<file path="src/rtl/ps2_pkg.sv">
// ps2_pkg: PS/2 scan-code prefixes, decoder states and key-event field layout
package ps2_pkg;
  localparam logic [7:0] PS2_EXT = 8'hE0;
  localparam logic [7:0] PS2_BRK = 8'hF0;
  localparam logic [7:0] PS2_PAUSE = 8'hE1;
  localparam int PAUSE_TAIL = 7;
  localparam int EVT_W = 10;
  localparam int EVT_BRK = 9;
  localparam int EVT_EXT = 8;
  typedef enum logic [1:0] {ST_IDLE, ST_EXT, ST_BRK, ST_SKIP} dec_state_t;
  function automatic logic [EVT_W-1:0] mk_evt(input logic brk, input logic ext, input logic [7:0] code);
    return {brk, ext, code};
  endfunction
endpackage

</file>
<file path="src/rtl/ps2_evt_fifo.sv">
// ps2_evt_fifo: synchronous event FIFO; head reads zero while empty
module ps2_evt_fifo #(
  parameter int DEPTH = 4,
  parameter int W = 10
) (
  input  logic         clk,
  input  logic         rst,
  input  logic         push,
  input  logic         pop,
  input  logic [W-1:0] din,
  output logic [W-1:0] head,
  output logic         full,
  output logic         empty
);
  localparam int AW = $clog2(DEPTH);
  logic [W-1:0] mem [DEPTH];
  logic [AW-1:0] wp, rp;
  logic [AW:0] cnt;
  logic wr, rd;
  assign rd = pop & ~empty;
  // a push into a full queue is accepted when a pop frees the slot in the same cycle
  assign wr = push & (~full | rd);
  assign full = cnt == (AW+1)'(DEPTH);
  assign empty = cnt == '0;
  assign head = empty ? '0 : mem[rp];
  always_ff @(posedge clk) begin
    if (rst) begin
      wp <= '0;
      rp <= '0;
      cnt <= '0;
    end else begin
      if (wr) mem[wp] <= din;
      wp <= wr ? wp + 1'b1 : wp;
      rp <= rd ? rp + 1'b1 : rp;
      cnt <= cnt + (AW+1)'(wr) - (AW+1)'(rd);
    end
  end
endmodule

</file>
<file path="src/rtl/ps2_key_event.sv">
// ps2_key_event: PS/2 receiver with frame check, scan-code decoder, repeat filter and event FIFO
module ps2_key_event import ps2_pkg::*; #(
  parameter int TIMEOUT_CYC = 50000,
  parameter int FIFO_DEPTH = 4
) (
  input  logic             iCLK_50,
  input  logic             iRST,
  input  logic             iPS2_CLK,
  input  logic             iPS2_DAT,
  output logic             oEVT_VALID,
  output logic [EVT_W-1:0] oEVT_DATA,
  input  logic             iEVT_READY,
  output logic [7:0]       oLAST_MAKE,
  output logic             oFRAME_ERR,
  output logic             oOVERFLOW
);
  localparam int TW = $clog2(TIMEOUT_CYC + 1);
  logic [1:0] kc_s, kd_s;
  logic kc_q, kd_q, fall;
  logic [3:0] bit_cnt;
  logic [9:0] sr;
  logic [TW-1:0] idle;
  logic last, good, tmo, byte_rdy;
  logic [7:0] rx;
  dec_state_t st;
  logic ext;
  logic [2:0] skip;
  logic evt_v;
  logic [EVT_W-1:0] evt;
  logic held_v;
  logic [EVT_EXT:0] held;
  logic is_make, match, emit, pop, full, empty;
  always_ff @(posedge iCLK_50) begin
    if (iRST) begin
      kc_s <= 2'b11;
      kd_s <= 2'b11;
      kc_q <= 1'b1;
      kd_q <= 1'b1;
      fall <= 1'b0;
    end else begin
      kc_s <= {kc_s[0], iPS2_CLK};
      kd_s <= {kd_s[0], iPS2_DAT};
      kc_q <= kc_s[1];
      kd_q <= kd_s[1];
      fall <= kc_q & ~kc_s[1];
    end
  end
  // sr holds bits 0..9 once ten edges are in; the stop bit is judged live from kd_q
  assign last = fall & (bit_cnt == 4'd10);
  assign good = ~sr[0] & kd_q & ^sr[9:1];
  assign tmo = (bit_cnt != '0) && !fall && (idle == TW'(TIMEOUT_CYC - 1));
  always_ff @(posedge iCLK_50) begin
    if (iRST) begin
      bit_cnt <= '0;
      sr <= '0;
      idle <= '0;
      byte_rdy <= 1'b0;
      rx <= '0;
      oFRAME_ERR <= 1'b0;
    end else begin
      byte_rdy <= last & good;
      oFRAME_ERR <= (last & ~good) | tmo;
      rx <= last ? sr[8:1] : rx;
      sr <= fall ? {kd_q, sr[9:1]} : sr;
      bit_cnt <= (tmo || last) ? '0 : fall ? bit_cnt + 4'd1 : bit_cnt;
      idle <= (fall || bit_cnt == '0 || tmo) ? '0 : idle + 1'b1;
    end
  end
  always_ff @(posedge iCLK_50) begin
    if (iRST) begin
      st <= ST_IDLE;
      ext <= 1'b0;
      skip <= '0;
      evt_v <= 1'b0;
      evt <= '0;
    end else begin
      evt_v <= 1'b0;
      if (oFRAME_ERR) st <= ST_IDLE;
      else if (byte_rdy)
        case (st)
          ST_IDLE:
            if (rx == PS2_EXT) st <= ST_EXT;
            else if (rx == PS2_BRK) begin
              st <= ST_BRK;
              ext <= 1'b0;
            end else if (rx == PS2_PAUSE) begin
              st <= ST_SKIP;
              skip <= 3'(PAUSE_TAIL);
            end else begin
              evt_v <= 1'b1;
              evt <= mk_evt(1'b0, 1'b0, rx);
            end
          ST_EXT:
            if (rx == PS2_BRK) begin
              st <= ST_BRK;
              ext <= 1'b1;
            end else begin
              st <= ST_IDLE;
              evt_v <= 1'b1;
              evt <= mk_evt(1'b0, 1'b1, rx);
            end
          ST_BRK: begin
            st <= ST_IDLE;
            evt_v <= 1'b1;
            evt <= mk_evt(1'b1, ext, rx);
          end
          default: begin
            skip <= skip - 3'd1;
            st <= (skip == 3'd1) ? ST_IDLE : ST_SKIP;
          end
        endcase
    end
  end
  // a make equal to the held key is a typematic repeat and never reaches the queue
  assign is_make = ~evt[EVT_BRK];
  assign match = held_v && held == evt[EVT_EXT:0];
  assign emit = evt_v & ~(is_make & match);
  assign pop = oEVT_VALID & iEVT_READY;
  assign oEVT_VALID = ~empty;
  always_ff @(posedge iCLK_50) begin
    if (iRST) begin
      held_v <= 1'b0;
      held <= '0;
      oLAST_MAKE <= '0;
      oOVERFLOW <= 1'b0;
    end else begin
      if (emit & is_make) begin
        held_v <= 1'b1;
        held <= evt[EVT_EXT:0];
        oLAST_MAKE <= evt[7:0];
      end else if (evt_v & ~is_make & match) held_v <= 1'b0;
      oOVERFLOW <= oOVERFLOW | (emit & full & ~pop);
    end
  end
  ps2_evt_fifo #(.DEPTH(FIFO_DEPTH), .W(EVT_W)) u_fifo (
    .clk(iCLK_50),
    .rst(iRST),
    .push(emit),
    .pop(pop),
    .din(evt),
    .head(oEVT_DATA),
    .full(full),
    .empty(empty)
  );
endmodule

</file>
<file path="config.mk">
export PLATFORM = sky130hd
export DESIGN_NAME = ps2_key_event
export DESIGN_NICKNAME = d
export VERILOG_FILES = /design/src/rtl/ps2_pkg.sv /design/src/rtl/ps2_evt_fifo.sv /design/src/rtl/ps2_key_event.sv
export SDC_FILE = /design/constraint.sdc
export NUM_CORES = 1
export LEC_CHECK = 0
export CORE_MARGIN = 3
export CORE_UTILIZATION = 49
export CTS_CLUSTER_SIZE = 20
export DETAILED_ROUTE_END_ITERATION = 10
export HOLD_SLACK_MARGIN = 0.1
export PLACE_DENSITY_LB_ADDON = 0.12
export SYNTH_ARGS = -nofsm -noshare
export SYNTH_HDL_FRONTEND = slang
export SYNTH_SLANG_ARGS = --single-unit
</file>
<file path="constraint.sdc">
create_clock -name iCLK_50 -period 4.7 [get_ports iCLK_50]
set_input_delay 0.47 -clock iCLK_50 [delete_from_list [all_inputs] [get_ports iCLK_50]]
set_output_delay 0.47 -clock iCLK_50 [all_outputs]
set_load 0.02 [all_outputs]
</file>
-- Word-level counts from Yosys, hierarchy flattened
Memories as Yosys holds them, arrays and structs flattened. A register that Yosys moved wholly into a read port is not among the register bits.
Cells that the tools add are included.
- flip-flop bits (word level): 90
- memory bits (writable): 40
- input port bits: 5
- output and inout port bits: 21
- word-level logic and storage cells: 135
- memories kept: 1
- add/sub/neg operators: 7
- equal/unequal tests: 18
- muxes and demuxes: 32
- bitwise operators: 30
- reductions and logical operators: 24
- memory list (name ; depth ; bits a word ; rd ports ; clocked after memory_dff ; wr ports ; RTL line ; source):
    u_fifo.mem ; 4 ; 10 ; 1 ; 1 ; 1 ; ps2_evt_fifo.sv:16 ; logic [W-1:0] mem [DEPTH];
- operators with widths (kind ; number):
    $mux W10 ; 5
    $pmux W10 S3 ; 1
    $eq A8 B8 Y1 const B ; 3
    $add A16 B1 Y16 const B ; 1
    $and A1 B1 Y1 ; 16
    $eq A16 B16 Y1 const B ; 1
    $mux W2 ; 7
    $ne A2 B2 Y1 const B ; 7
    $mux W1 ; 12
    $reduce_and A6 Y1 ; 2
    $not A1 Y1 ; 11
    $eq A9 B9 Y1 ; 1
    $mux W3 ; 3
    $reduce_xor A9 Y1 ; 1
    $reduce_or A2 Y1 ; 4
    $reduce_and A7 Y1 ; 1
    $pmux W2 S3 ; 1
    $pmux W3 S2 ; 1
    $add A2 B1 Y2 const B ; 2
    $add A4 B1 Y4 const B ; 1
    $eq A4 B4 Y1 const B ; 1
    $logic_not A4 Y1 ; 1
    $ne A4 B4 Y1 const B ; 1
    $reduce_bool A2 Y1 ; 2
    other kinds (19) ; 25

-- Longest topological paths before layout
Gate-level depths: netlist of run 1.
- depth after elaboration: 9
- gate-level depth with buffers: 9
- gate-level depth less buffers: 8

-- Modules after synthesis
A second synthesis of run 1 with hierarchy kept.
- cells, all modules: 502
- area total of the unflattened synthesis: 5490.3 um^2
- modules (own cells, without submodules) (module ; times used ; cells an instance ; area an instance (um^2) ; sequential area each (um^2)):
    ps2_key_event ; 1 ; 389 ; 3515.9 ; 1501.4
    ps2_evt_fifo ; 1 ; 113 ; 1974.4 ; 1381.3

-- Worst setup path after synthesis of run 1
OpenSTA, ideal clock, no wires.
- path type: register -> register
- start: register evt[6]
- end: register u_fifo.cnt[2]
- setup time: 128 ps
- arrival time: 2135 ps
- data required time: 4572 ps
- slack: 2438 ps
- cell stages (with the launch flop): 10
- path buffers: 1
- period minus slack after synthesis: 2262 ps
- path through: dfxtp_1 -> xnor2_1 -> o2111ai_1 -> or3_1 -> buf_6 -> o211a_4 -> ha_1 -> fa_1 -> xnor2_1 -> nor2_1
- cells in the longest elaborated chain, start to end: 8
- ends and longest elaborated chain (element ; RTL line ; source):
    start, declared ; ps2_key_event.sv:29 ; logic [EVT_W-1:0] evt;
    start signal, assigned ; ps2_key_event.sv:91 ; evt <= mk_evt(1'b0, 1'b0, rx);
    start signal, assigned ; ps2_key_event.sv:100 ; evt <= mk_evt(1'b0, 1'b1, rx);
    start signal, assigned ; ps2_key_event.sv:105 ; evt <= mk_evt(1'b1, ext, rx);
    $eq A9 B9 Y1 ; ps2_key_event.sv:116 ; assign match = held_v && held == evt[EVT_EXT:0];
    $logic_and A1 B1 Y1 ; ps2_key_event.sv:116 ;
    $and A1 B1 Y1 ; ps2_key_event.sv:117 ; assign emit = evt_v & ~(is_make & match);
    $not A1 Y1 ; ps2_key_event.sv:117 ;
    $and A1 B1 Y1 ; ps2_key_event.sv:117 ;
    $and A1 B1 Y1 ; ps2_evt_fifo.sv:22 ; assign wr = push & (~full | rd);
    $add A3 B1 Y3 ; ps2_evt_fifo.sv:35 ; cnt <= cnt + (AW+1)'(wr) - (AW+1)'(rd);
    $sub A3 B1 Y3 ; ps2_evt_fifo.sv:35 ;
    end signal, assigned ; ps2_evt_fifo.sv:35 ;
    end, declared ; ps2_evt_fifo.sv:18 ; logic [AW:0] cnt;
Every way passes these cells.
A chain may end at the register's enable or synchronous reset.

==> impl_metrics.ini, run 1 <==
[routing]
wl_met2_um = 4410
vias = 3323
drt_first_pass_iters = 4
wl_met3_um = 292
wl_met1_um = 4380
drc = 0
wl_per_cell_um = 14.2
ant_nets = 0
routed_wl_um = 9190
top_layer = met4
drt_iter0_drc = 116
routed_via_density = 5.12

[setup_path]
worstSetupEndpointType = output pin
max_stage_delay_ns = 0.74
reg2reg_depth = 8
r2r_end = u_fifo.cnt[2]$_SDFF_PP0_
r2r_slack_ns = 2.09
cp_data_required_time_ns = 4.23
cp_max_fo = 10
path_delay_family = flip-flops
r2r_start = evt[6]$_SDFFE_PP0P_
cpMaxStageDelayCell = dfxtp_1
start_kind = flop
crit_arrival_ns = 2.53
crit_type = flop to output pin
crit_buf_inv = 1
crit_chain = mux4_2, and2_1, clkdlybuf4s50_1

[logic_synthesis]
synth_most_common_cell = dfxtp_1
synth_top_area_share_pct = 31.7
synthesis.nets = 504
yosysTopAreaCell = dfxtp_1
synth_area_sq_um = 5300
synth-main-ff-cell = dfxtp_1
ys_seq_area_share_pct = 54.4
synth_seq_cells = 124
ys_async_sr_fraction_pct = 0
ys_warn_count = 0
synthCells = 481
syn_area_per_cell_sq_um = 11.0
yosysUniqueCellTypes = 52
synthTopCellsByCount = 84 x dfxtp_1, 55 x nor2_1, 40 x edfxtp_1, 39 x nand2_1
synth_enable_flop_cells = 40
synth_area_leaders = dfxtp_1 32%, edfxtp_1 23%, mux4_2 4.3%

[global_route]
grt_pass1_vias = 3203
grt_max_degree = 64
gr-total-overflow = 0
grt_usage_pct = 17.0
antenna_found_initial = 0
grt_pass1_wl_um = 15600

[timing]
fin_tns_setup_ns = 0
fin_crit_ns = 3.00
slew-limit-headroom_pct = 38.9
hold_viol = 0
rsz0062_at_grt = false
slew_violations = 0
post-route-period-util_pct = 63.9
setup_viol = 0
fmax_ghz = 0.333
fin_ws_ns = 1.70
worstMarginPinSlew_ns = 0.912
clock_skew_ns = 0.00702

[place]
io_buffers = 25
place.gp.congestion = 0.747
place_hpwl_um = 6210
pre_cts_ws_ns = 2.11

[clock_network]
post_cts_buffers = 0
cts_root_buffer = clkbuf_8
clockBufferDepth = 2
cts_tree = done
post_cts_resized = 0
clk_pin_slew_worst_paths_ns = 0.06
ctsHoldBuffers = 0
htreeDepth = 4
cts.sinks = 124
cts_buffers = 17
insertion_delay_ns = 0.51

[power_and_ir_drop]
switchingPower_mw = 0.687
swShare_pct = 22.9
p_int_mw = 2.32
p_comb_share_pct = 14.3
p_leak_nw = 2.20
clkPwrFrac_pct = 46.6
cellPowerDensity_nw_per_um2 = 482
seqPwrFrac_pct = 39.1
p_total_mw = 3.00
ir_drop_v = 0.000294

[layout]
num_antenna_cells = 0
regArea_sq_um = 2880
nets = 523
fillers = 868
multi_input_comb_area_sq_um = 2190
layout-drive-gt1-share_pct = 9.94
area_delta_synth_final_pct = 17.6

[floorplan]
coreArea_sq_um = 10400
chipWidth_um = 110
initial_core_util_pct = 50.9
pin_count = 26
rows = 37
die_y_um = 110
dieArea_sq_um = 12100

[worst_hold_path]
hp-start = iRST
worstHoldPathType = input pin to flop
hold_path_depth = 4
holdPathEnd = u_fifo.wp[1]$_SDFFE_PP0N_

[run_status]
status = finished, final reports clean

[flow_run]
max_cap_violations = 0
## worst max-delay path by stage
| stage | from | endpoint | slack, ns | depth (start not counted) |
|---|---|---|---|---|
| floorplan | evt[6]$_SDFFE_PP0P_ | u_fifo.cnt[2]$_SDFF_PP0_ | 2.44 | 9 |
| global placement | iEVT_READY | u_fifo.cnt[2]$_SDFF_PP0_ | 2.17 | 8 |
| detailed placement | evt[6]$_SDFFE_PP0P_ | u_fifo.cnt[2]$_SDFF_PP0_ | 2.11 | 8 |
| CTS | flop | oEVT_DATA[0] | 1.62 | 3 |
| global route | flop | oEVT_DATA[7] | 1.52 | 3 |
| finish | flop | oEVT_DATA[0] | 1.70 | 3 |
## registers in the layout (all words and copies together) (netlist names), 3 cells and up, named ones only
register	cells
u_fifo.mem	40
idle	16
evt	10
sr	10
rx	8
oLAST_MAKE	7
bit_cnt	4
skip	3
u_fifo.cnt	3
## logic make-up (layout without fill, tap and decap cells)
kind of cell | Yosys count | after routing | synth area share, %
xor gates and xnor gates | 36 | 36 | 6.21
DFF | 124 | 124 | 54.4
buffers and inverters | 50 | 82 | 4.37
muxes | 32 | 32 | 8.50
and+or+nand+nor | 166 | 166 | 15.7
adders and majority gates | 18 | 18 | 4.39
AOI/OAI and AO/OA | 55 | 55 | 6.45
## layout make-up
class | instances | share of cell area, %
clock buffers | 17 | 6.65
clock inverters | 15 | 3.64
inverters | 23 | 1.39
multi-input cells | 307 | 35.1
flip-flops and latches | 124 | 46.3
well taps | 136 | 2.73
repair buffers | 27 | 4.18
## per-stage QoR
step                      utilization, %  area [sq um]  std cells  hold slack, ns
after CTS                           59.8          6230        649           0.323
after detailed placement            53.6          5590        617           0.398
after global placement              53.6          5590        617           0.395
after global routing                59.8          6230        649           0.345
final                               59.8          6230        649           0.343
after floorplan                        -          5300        481           0.389
## worst min-delay path, stage by stage
cell and delay, ns:
buf_2 0.09, inv_1 0.10, nand2_1 0.09, mux2i_1 0.05
## per-layer routing
layer,up-vias,global-route usage [%]
li1,1698,-
met1,1568,21.9
met2,45,26.9
met3,12,5.18
met4,0,6.68
met5,-,0
## power groups by stage
| stage | combinational [mW] | clock, mW | sequential, mW |
|---|---|---|---|
| 2_1_floorplan | 0.315 | 0 | 1.16 |
| 3_3_place_gp | 0.428 | 0 | 1.20 |
| 3_5_place_dp | 0.434 | 0 | 1.20 |
| 4_1_cts | 0.437 | 1.43 | 1.18 |
| 5_1_grt | 0.471 | 1.48 | 1.18 |
| 6_report | 0.429 | 1.40 | 1.17 |
## placed cells by master, fill, tap and decap left out, drive strengths merged, types with 4 or more instances in the layout
cell type,instances
nand3,14
bufinv,6
o21ai,11
xnor2,23
nor3,6
or2,6
clkinv,6
inv,23
nand2,39
ha,17
and2,15
nand2b,5
nand4,5
mux2i,21
nor2,55
and3,4
clkbuf,17
mux4,10
dfxtp,84
clkdlybuf4s50,24
xor2,12
a21oi,23
edfxtp,40
a31oi,6
Note: power is estimated with default switching activity, not from simulation.
==> run 2: changes to the inputs <==
==> constraint.sdc (replaced) <==
create_clock -name iCLK_50 -period 2.99 [get_ports iCLK_50]
set_input_delay 0.299 -clock iCLK_50 [delete_from_list [all_inputs] [get_ports iCLK_50]]
set_output_delay 0.299 -clock iCLK_50 [all_outputs]
set_load 0.02 [all_outputs]
==> impl_metrics.ini, run 2 (synthesized netlist as in run 1, its figures left out) <==
[timing]
clock_skew_ns = 0.00639
rsz0062_at_grt = false
fin_tns_setup_ns = 0
setup_viol = 0
fmax_ghz = 0.386
hold_viol = 0
worstMarginPinSlew_ns = 0.886
slew-limit-headroom_pct = 40.9
post-route-period-util_pct = 86.6
fin_crit_ns = 2.59
slew_violations = 0

[floorplan]
die_y_um = 110
coreArea_sq_um = 10400
dieArea_sq_um = 12100
rows = 37
initial_core_util_pct = 50.9
pin_count = 26
chipWidth_um = 110

[run_status]
status = finished, final reports clean

[clock_network]
post_cts_resized = 0
htreeDepth = 4
clockBufferDepth = 2
cts_buffers = 17
ctsHoldBuffers = 0
cts_root_buffer = clkbuf_8
clk_pin_slew_worst_paths_ns = 0.06
post_cts_buffers = 0
cts_tree = done
insertion_delay_ns = 0.51
cts.sinks = 124

[global_route]
antenna_found_initial = 0
grt_pass1_wl_um = 16000
grt_pass1_vias = 3285
grt_usage_pct = 17.5
grt_max_degree = 38
gr-total-overflow = 0

[setup_path]
crit_chain = buf_4, mux4_2, and2_1, clkdlybuf4s50_1
max_stage_delay_ns = 0.54
cpMaxStageDelayCell = mux4_2
cp_data_required_time_ns = 2.69
crit_type = flop to output pin
crit_arrival_ns = 2.29
start_kind = flop
worstSetupEndpointType = output pin
cp_max_fo = 10

[power_and_ir_drop]
cellPowerDensity_nw_per_um2 = 710
p_leak_nw = 2.18
ir_drop_v = 0.000358
p_total_mw = 4.37

[layout]
largest-register = u_fifo.mem
layout-drive-gt1-share_pct = 11.0
nets = 526
reg_top3 = u_fifo.mem: 40 flops, idle: 16 flops
fillers = 899
num_antenna_cells = 0
largest_reg_flops = 40
regArea_sq_um = 2880
final_cell_mix = 84 x dfxtp_1, 55 x nor2_1, 40 x edfxtp_1
multi_input_comb_area_sq_um = 2190
area_delta_synth_final_pct = 16.1
mostFrequentLayoutCell = dfxtp_1

[routing]
routed_wl_um = 9470
drc = 0
vias = 3374
ant_nets = 0
routed_via_density = 5.17
drt_first_pass_iters = 4
wl_per_cell_um = 14.5
drt_iter0_drc = 167

[place]
place_hpwl_um = 6640
place.gp.congestion = 0.782
io_buffers = 25

[worst_hold_path]
worstHoldPathType = input pin to flop

[flow_run]
max_cap_violations = 0
[run 2: cell count changes in the layout (fill, tap and decap cells not counted), sizes merged]
cell	previous run	this run
buf	3	6
bufinv	6	1
clkinv	6	8
inv	23	26
[run 2: metrics by stage]
stage	area [sq um]	std cells	utilization, %	setup WS [ns]	hold slack, ns
2_1_floorplan	5300	481	-	0.728	0.389
3_3_place_gp	5610	620	53.9	0.615	0.398
3_5_place_dp	5610	620	53.9	0.582	0.399
4_1_cts	6150	652	59.0	0.346	0.226
5_1_grt	6150	652	59.0	0.303	0.244
6_report	6150	652	59.0	0.402	0.240
[run 2: worst max-delay path: cells and delay by family, from the launching register on]
| family | cells | cell delay (ns) |
|---|---|---|
| buffers and inverters | 2 | 0.76 |
| DFF | 1 | 0.30 |
| and+or+nand+nor | 1 | 0.18 |
| muxes | 1 | 0.54 |
[run 2: final cells by class]
type	count	area share (%)
clock buffers	17	6.73
clock inverters	15	2.01
inverters	23	1.40
multi-input cells	307	35.6
flip-flops and latches	124	46.9
well taps	136	2.77
repair buffers	30	4.60
[run 2: power breakdown]
| part | switching, mW | internal [mW] | total, mW |
|---|---|---|---|
| sequential | 0.0378 | 1.77 | 1.81 |
| combinational | 0.351 | 0.376 | 0.726 |
| clock | 0.737 | 1.10 | 1.83 |
[run 2: worst paths after layout]
kind,startpoint,to,slack (ns),depth (start not counted)
worst max-delay path,flop,oEVT_DATA[3],0.40,4
worst min-delay path,iRST,u_fifo.rp[0]$_SDFFE_PP0P_,0.24,2
worst max register to register,evt[4]$_SDFFE_PP0P_,u_fifo.cnt[2]$_SDFF_PP0_,0.59,8
worst min register to register,kd_s[1]$_SDFF_PP1_,kd_q$_SDFF_PP1_,0.41,1
[run 2: layer usage]
| metal | track usage, % | share of wire, % | up-vias |
|---|---|---|---|
| li1 | - | - | 1708 |
| met1 | 22.0 | 45 | 1588 |
| met2 | 27.9 | 48 | 63 |
| met3 | 5.07 | 4.5 | 15 |
| met4 | 7.75 | 1.9 | 0 |
| met5 | 0 | 0 | - |
